File: config.mk
export PLATFORM = sky130hd
export DESIGN_NAME = display_output_controller
export DESIGN_NICKNAME = d
export VERILOG_FILES = /design/src/rtl/display_output_controller.sv
export SDC_FILE = /design/constraint.sdc
export NUM_CORES = 1
export LEC_CHECK = 0
export ABC_AREA = 0
export CAP_MARGIN = 20
export CORE_ASPECT_RATIO = 1.1
export CORE_MARGIN = 4
export CORE_UTILIZATION = 58
export CTS_BUF_LIST = sky130_fd_sc_hd__clkbuf_4 sky130_fd_sc_hd__clkbuf_8 sky130_fd_sc_hd__clkbuf_16
export CTS_CLUSTER_DIAMETER = 120
export DETAILED_ROUTE_END_ITERATION = 8
export GPL_TIMING_DRIVEN = 0
export PLACE_DENSITY = 0.85
export SLEW_MARGIN = 20
export SYNTH_ARGS = -nofsm -noshare
export SYNTH_HDL_FRONTEND = slang
export SYNTH_SLANG_ARGS = --single-unit
File: constraint.sdc
create_clock -name clock -period 4.1 [get_ports clock]
set_input_delay 1.23 -clock clock [delete_from_list [all_inputs] [get_ports clock]]
set_output_delay 1.23 -clock clock [all_outputs]
set_load 0.01 [all_outputs]
File: src/rtl/display_output_controller.sv
// rtl/display_output_controller.sv - CPU output port: 32-bit word to three 7-segment decimal digits.
// Sequential double-dabble conversion behind a ready/valid write handshake.
module display_output_controller #(
    parameter int DATA_WIDTH    = 32,
    parameter int BLANK_LEADING = 1,
    parameter int ACTIVE_LOW    = 1
) (
    input  logic                  clock,
    input  logic                  reset,
    input  logic                  out_valid,
    input  logic [DATA_WIDTH-1:0] out_data,
    output logic                  out_ready,
    output logic [6:0]            outputA,
    output logic [6:0]            outputB,
    output logic [6:0]            outputC
);

    typedef enum logic [1:0] {
        IDLE    = 2'd0,
        CONVERT = 2'd1,
        UPDATE  = 2'd2
    } state_t;

    localparam logic [DATA_WIDTH-1:0] MAX_SHOWN = DATA_WIDTH'(999);
    localparam logic [6:0] SEG_BLANK = 7'b1111111;
    localparam logic [6:0] SEG_DASH  = 7'b0111111;
    localparam logic [6:0] SEG_ZERO  = 7'b1000000;
    localparam bit         BLANKING  = (BLANK_LEADING != 0);

    state_t      state;
    logic [9:0]  shift_q;
    logic [11:0] bcd_q;
    logic [3:0]  cnt;
    logic        ovf;

    logic [11:0] bcd_adj;
    logic [21:0] dabble;

    // Glyph table is written for the board's active-low segments.
    function automatic logic [6:0] seg_low(input logic [3:0] d);
        case (d)
            4'd0:    seg_low = 7'b1000000;
            4'd1:    seg_low = 7'b1111001;
            4'd2:    seg_low = 7'b0100100;
            4'd3:    seg_low = 7'b0110000;
            4'd4:    seg_low = 7'b0011001;
            4'd5:    seg_low = 7'b0010010;
            4'd6:    seg_low = 7'b0000010;
            4'd7:    seg_low = 7'b1111000;
            4'd8:    seg_low = 7'b0000000;
            4'd9:    seg_low = 7'b0010000;
            default: seg_low = SEG_BLANK;
        endcase
    endfunction

    function automatic logic [6:0] drive(input logic [6:0] glyph_low);
        drive = (ACTIVE_LOW != 0) ? glyph_low : ~glyph_low;
    endfunction

    // One double-dabble step: correct nibbles >= 5, then shift the whole register left.
    always_comb begin
        bcd_adj = bcd_q;
        for (int i = 0; i < 3; i++) begin
            if (bcd_q[i*4 +: 4] >= 4'd5)
                bcd_adj[i*4 +: 4] = bcd_q[i*4 +: 4] + 4'd3;
        end
        dabble = {bcd_adj, shift_q} << 1;
    end

    always_ff @(posedge clock) begin
        if (reset) begin
            state     <= IDLE;
            out_ready <= 1'b1;
            outputA   <= drive(SEG_ZERO);
            outputB   <= BLANKING ? drive(SEG_BLANK) : drive(SEG_ZERO);
            outputC   <= BLANKING ? drive(SEG_BLANK) : drive(SEG_ZERO);
            shift_q   <= '0;
            bcd_q     <= '0;
            cnt       <= '0;
            ovf       <= 1'b0;
        end else begin
            case (state)
                IDLE: begin
                    if (out_valid && out_ready) begin
                        out_ready <= 1'b0;
                        if (out_data > MAX_SHOWN) begin
                            ovf   <= 1'b1;
                            state <= UPDATE;
                        end else begin
                            ovf     <= 1'b0;
                            shift_q <= out_data[9:0];
                            bcd_q   <= '0;
                            cnt     <= '0;
                            state   <= CONVERT;
                        end
                    end
                end
                CONVERT: begin
                    bcd_q   <= dabble[21:10];
                    shift_q <= dabble[9:0];
                    cnt     <= cnt + 4'd1;
                    if (cnt == 4'd9)
                        state <= UPDATE;
                end
                UPDATE: begin
                    if (ovf) begin
                        outputA <= drive(SEG_DASH);
                        outputB <= drive(SEG_DASH);
                        outputC <= drive(SEG_DASH);
                    end else begin
                        outputA <= drive(seg_low(bcd_q[3:0]));
                        outputB <= (BLANKING && bcd_q[11:4] == 8'd0)
                                   ? drive(SEG_BLANK) : drive(seg_low(bcd_q[7:4]));
                        outputC <= (BLANKING && bcd_q[11:8] == 4'd0)
                                   ? drive(SEG_BLANK) : drive(seg_low(bcd_q[11:8]));
                    end
                    out_ready <= 1'b1;
                    state     <= IDLE;
                end
                default: state <= IDLE;
            endcase
        end
    end

endmodule

==> out/qor.yml, run 1 <==
ant_nets: 0
synth_xor_area_share_pct: 2.15
skew_ps: 9.64
cts_buffers: 9
cts_setup_buffers: 0
drive_gt1_share_pct: 8.94
critical-path-max-stage-delay_ps: 490
core_area_um2: 6160
synth-compound-area-share_pct: 20.7
synth_mux_area_share_pct: 3.08
fmaxAchievable_ghz: 0.268
place_congestion: 0.850
synth_edf_count: 0
synth_flop_cell: "dfxtp_1"
endpoint_kind: "register"
synth-simple-area-share_pct: 21.1
antenna_found_initial: 0
clockBufferDepth: 2
grt_max_degree: 13
drtIter0Drc: 246
synth_area_um2: 3660
avgRoutedWirePerCell_um: 15.4
initial_core_util_pct: 59.5
clkLatencyLatePin_ps: 350
cts_tree: "built"
io-pin-count: 57
met1_length_um: 3470
fill_cells: 472
relSlewSlack_pct: 54.1
overflow: 0
ys_ff_latch: 72
wl_met2_um: 4470
slew_viol_final: 0
async_flop_share_pct: 0
cp_slowest_cell: "o31ai_4"
first_pass_iters: 5
worst_setup_path_start_kind: "primary input"
cp_top_family: "compound AO/OA/AOI/OAI gates"
fin_tns_setup_ps: 0
num_antenna_cells: 0
cap_violations: 0
grtUsageTotal_pct: 23.1
worst_pin_slew_ps: 684
yosysUniqueCellTypes: 59
synth_top_family_by_area: "simple AND/OR/NAND/NOR gates"
crit_buf_inv: 2
dieArea_um2: 7650
synth_fp_nets: 467
power_leakage_uw: 0.00178
drc: 0
yosysSeqAreaShare_pct: 39.4
cts.sinks: 72
path_class: "primary input to register"
critPathRequiredTime_ps: 4370
cts.htree.levels: 3
holdWs_ps: 438
vias_per_cell: 5.78
hold_viol: 0
fin_crit_sh_pct: 90.9
die_h_um: 91.3
grt_pass1_vias: 3215
power_density_nw_per_um2: 321
post_cts_resize_count: 0
setup_viol: 0
rsz0062_at_grt: "false"
synthCells: 409
via_count: 3244
cts_root_buffer: "clkbuf_8"
min_period_ps: 3730
ir_drop_mv: 0.220
status: "finished clean"
route.top_layer_used: "met4"
hold_path_class: "register to register"
path_cells: "clkdlybuf4s50_1 -> nor4_4 -> nand4_4 -> o31ai_4 -> o221ai_1 -> and2_1 -> inv_1 -> ha_1 -> nand3b_1 -> o31ai_1 -> a21oi_1"
dp_hpwl_um: 6280
finalWirelength_um: 8670
grt_pass1_wl_um: 14400
die_x_um: 83.8
fp-row-count: 30
wl_met3_um: 473
port-buffer-count: 56
avgSynthCellArea_um2: 8.95
syn_to_final_growth_pct: 24.1
layout.nets: 534
ys_warn_count: 0
arrival_ps: 4000
path_max_fanout: 8
clk_pin_slew_ps: 70
synth_adder_area_share_pct: 7.86
cts_hold_buffers: 0
-- worst paths after layout --
| check | slack [ps] | from | to | cells after the start |
|---|---|---|---|---|
| worst min register to register | 440 | register | outputB[4]$_SDFFE_PP1P_ | 1 |
| worst max-delay path | 370 | out_data[14] | register | 11 |
| worst max register to register | 1360 | bcd_q[8]$_SDFFE_PP0P_ | register | 12 |
| worst min-delay path | 440 | register | outputB[4]$_SDFFE_PP1P_ | 1 |
-- worst reg2reg max path, stage by stage, from the launching register on --
cell	delay [ps]
dfxtp_1	360
inv_1	120
ha_1	290
nand2b_1	110
a21oi_1	280
xnor2_1	110
o221ai_1	300
and2_1	270
inv_1	110
ha_1	220
nand3b_1	180
o31ai_1	130
a21oi_1	140
-- layout by cell type, fill, tap and decap left out, types with 3 or more instances in the layout --
master / synthesis / routed
clkbuf_8: 0 / 9
a22oi_1: 5 / 5
xnor2_1: 7 / 7
nor4b_1: 3 / 3
clkdlybuf4s50_1: 0 / 56
o221ai_1: 3 / 3
buf_2: 7 / 7
and2_1: 5 / 5
a211oi_1: 4 / 4
dfxtp_1: 72 / 72
nand3b_1: 3 / 3
clkbuf_1: 14 / 14
o21ai_0: 7 / 7
nor2_1: 38 / 38
nand3_1: 8 / 8
nand2b_1: 10 / 10
inv_1: 25 / 25
a31oi_1: 5 / 5
o31ai_1: 6 / 6
o22a_1: 14 / 14
ha_1: 23 / 23
nor3_1: 20 / 20
a311oi_1: 9 / 9
a21oi_1: 25 / 25
nor4_4: 4 / 4
mux2i_1: 9 / 9
nand2_1: 36 / 36
-- routing by layer --
layer  global-route usage (%)  up-vias
met5                        0        -
met4                     11.5        0
met3                     5.35       26
met2                     41.4      108
met1                     25.3     1511
li1                         -     1599
-- synthesized netlist by cell type (3+ instances only) --
master,n,area [µm²]
xnor2_1,7,61.3
nand3b_1,3,22.5
a31oi_1,5,31.3
buf_2,7,35.0
ha_1,23,288
dfxtp_1,72,1440
o21ai_0,7,35.0
nand2_1,36,135
a22oi_1,5,37.5
nand2b_1,10,62.6
inv_1,25,93.8
mux2i_1,9,90.1
nor4_4,4,85.1
a311oi_1,9,78.8
clkbuf_1,14,52.6
o221ai_1,3,26.3
a21oi_1,25,125
a211oi_1,4,30.0
and2_1,5,31.3
nand3_1,8,40.0
nor4b_1,3,26.3
o31ai_1,6,45.0
nor3_1,20,100
nor2_1,38,143
o22a_1,14,123
-- cells by family after synthesis --
logic type,after synthesis
mux,11
fa+ha+maj,23
buf+inv,51
xor+xnor,9
compound gates,100
flops,72
simple gates,143
-- power by group --
part / leakage, µW / switching, µW / total (µW) / internal, µW
logic: 0.00109 / 61.0 / 121 / 60.3
registers: 0.000583 / 7.58 / 719 / 711
clock network: 0.000110 / 264 / 620 / 356
total: 0.00178 / 332 / 1460 / 1130
-- layout make-up --
type	instances	area, µm²	share of cell area [%]
multi-input cells	286	2010	44.3
flip-flops and latches	72	1440	31.7
repair buffers	56	561	12.3
clock buffers	11	139	3.06
plain buffers	25	110	2.42
well taps	80	100	2.20
inverters	26	97.6	2.15
clock inverters	5	81.3	1.79
-- stage by stage --
stage	setup WS (ps)	instance area, µm²	std cells	utilization, %	total power (µW)
4_1_cts	408	4540	561	73.8	1470
3_5_place_dp	63.1	4320	545	70.2	855
5_1_grt	208	4540	561	73.8	1510
6_report	375	4540	561	73.8	1460
2_1_floorplan	958	3660	409	-	786
3_3_place_gp	133	4320	545	70.2	854
Power figures use the tool's default switching activity.
==> run 2, diff against run 1 <==
Settings changed: CELL_PAD_IN_SITES_DETAIL_PLACEMENT set to 0, CELL_PAD_IN_SITES_GLOBAL_PLACEMENT set to 1, CORE_UTILIZATION 58 to 44, PLACE_DENSITY 0.85 to not set, PLACE_DENSITY_LB_ADDON set to 0.1, SKIP_CTS_REPAIR_TIMING set to 1.
==> out/qor.yml, run 2 (synthesis results as in run 1) <==
path_class: "primary input to register"  # unchanged
first_pass_iters: 5  # unchanged
grt_pass1_wl_um: 14800  # was 14,400 µm
cts.htree.levels: 3  # unchanged
slew_viol_final: 0  # unchanged
ir_drop_mv: 0.268  # was 0.220 mV
dp_hpwl_um: 6510  # was 6280 µm
skew_ps: 8.94  # was 9.64 ps
clk_pin_slew_ps: 80  # was 70 ps
syn_to_final_growth_pct: 25.3  # was 24.1%
cts.sinks: 72  # unchanged
hold_path_class: "register to register"  # unchanged
port-buffer-count: 56  # unchanged
cts_root_buffer: "clkbuf_8"  # unchanged
min_period_ps: 3640  # was 3730 ps
final_common_cell: "dfxtp_1"  # unchanged
fin_area_um2: 4590  # was 4540 µm²
vias_per_cell: 5.34  # was 5.78
io-pin-count: 57  # unchanged
clockBufferDepth: 2  # unchanged
avgRoutedWirePerCell_um: 14.7  # was 15.4 µm
place_ws_ps: 128  # was 63.1 ps
drive_gt1_share_pct: 8.94  # unchanged
dpl_cell_area_um2: 4360  # was 4320 µm²
status: "finished clean"  # unchanged
grtUsageTotal_pct: 18.8  # was 23.1%
finalWirelength_um: 8650  # was 8670 µm
die_x_um: 95.0  # was 83.8 µm
antenna_found_initial: 0  # unchanged
holdPathStages: 1  # unchanged
place_congestion: 0.851  # was 0.850
hold_viol: 0  # unchanged
fin_tns_setup_ps: 0  # unchanged
critPathRequiredTime_ps: 4370  # about the same
clkLatencyLatePin_ps: 340  # was 350 ps
worst_slack_ps: 456  # was 375 ps
worst_setup_path_start_kind: "primary input"  # unchanged
arrival_ps: 3910  # was 4000 ps
worst_pin_slew_ps: 603  # was 684 ps
dieArea_um2: 9850  # was 7650 µm²
cts_buffers: 9  # unchanged
cts_tree: "built"  # unchanged
fmaxAchievable_ghz: 0.274  # was 0.268 GHz
power_uw: 1480  # was 1460 µW
drtIter0Drc: 121  # was 246
core_area_um2: 8000  # was 6160 µm²
cap_violations: 0  # unchanged
reg2reg_depth: 10  # was 12
path_max_fanout: 8  # unchanged
layout.nets: 534  # unchanged
overflow: 0  # unchanged
rsz0062_at_grt: "false"  # unchanged
num_antenna_cells: 0  # unchanged
initial_core_util_pct: 45.8  # was 59.5%
ant_nets: 0  # unchanged
die_h_um: 104  # was 91.3 µm
power_leakage_uw: 0.00178  # about the same
fin_crit_sh_pct: 88.9  # was 90.9%
most-common-layout-cells: "dfxtp_1 (72), clkdlybuf4s50_1 (56), nor2_1 (38)"  # unchanged
via_count: 3146  # was 3,244
setup_viol: 0  # unchanged
grt_max_degree: 14  # was 13
endpoint_kind: "register"  # unchanged
grt_pass1_vias: 3019  # was 3,215
fp-row-count: 34  # was 30
relSlewSlack_pct: 59.5  # was 54.1%
drc: 0  # unchanged
power_density_nw_per_um2: 322  # was 321 nW/µm²
finalCoreUtilization_pct: 57.4  # was 73.8%
run 2: changes by cell type in the layout (fill, tap and decap cells not counted), sizes merged:
cell	previous run	this run
clkinvlp	1	2
clkbuf	25	24
run 2: area by class of cell:
type / count / area (µm²)
buffer: 25 / 110
tap: 108 / 135
clock inverter: 6 / 92.6
inverter: 26 / 97.6
fill: 750 / 3410
timing repair buffer: 56 / 561
sequential: 72 / 1440
clock buffer: 10 / 138
multi-input combinational: 286 / 2010
run 2: routing by layer:
metal  share of wire [%]  global-route usage [%]  up-vias  wire length [µm]
li1                    -                       -     1599                 -
met1                  45                    25.0     1461              3930
met2                  49                    30.7       74              4200
met3                 4.5                    2.83       12               393
met4                 1.5                    6.19        0               127
met5                   0                       0        -                 0
run 2: final timing paths:
path | from | to | slack [ps]
worst min register to register | register | outputB[1]$_SDFFE_PP1P_ | 440
worst max register to register | bcd_q[1]$_SDFFE_PP0P_ | register | 1410
worst max-delay path | out_data[14] | register | 460
worst min-delay path | register | outputB[1]$_SDFFE_PP1P_ | 440
run 2: power breakdown:
part / switching, µW / leakage [µW] / internal (µW)
Clock: 273 / 0.000109 / 361
Combinational: 62.0 / 0.00109 / 60.3
Sequential: 7.88 / 0.000583 / 711
run 2: critical path: stages:
cell and delay [ps]:
clkdlybuf4s50_1 450, nor4_4 330, nand4_4 230, o31ai_4 500, o221ai_1 220, and2_1 260
inv_1 120, ha_1 150, nand3b_1 100, o31ai_1 110, a21oi_1 190
run 2: per-stage QoR:
stage / std cells / hold WS, ps
after global routing: 589 / 455
final: 589 / 438
after detailed placement: 573 / 419
after floorplan: 409 / 413
after CTS: 589 / 440
after global placement: 573 / 414
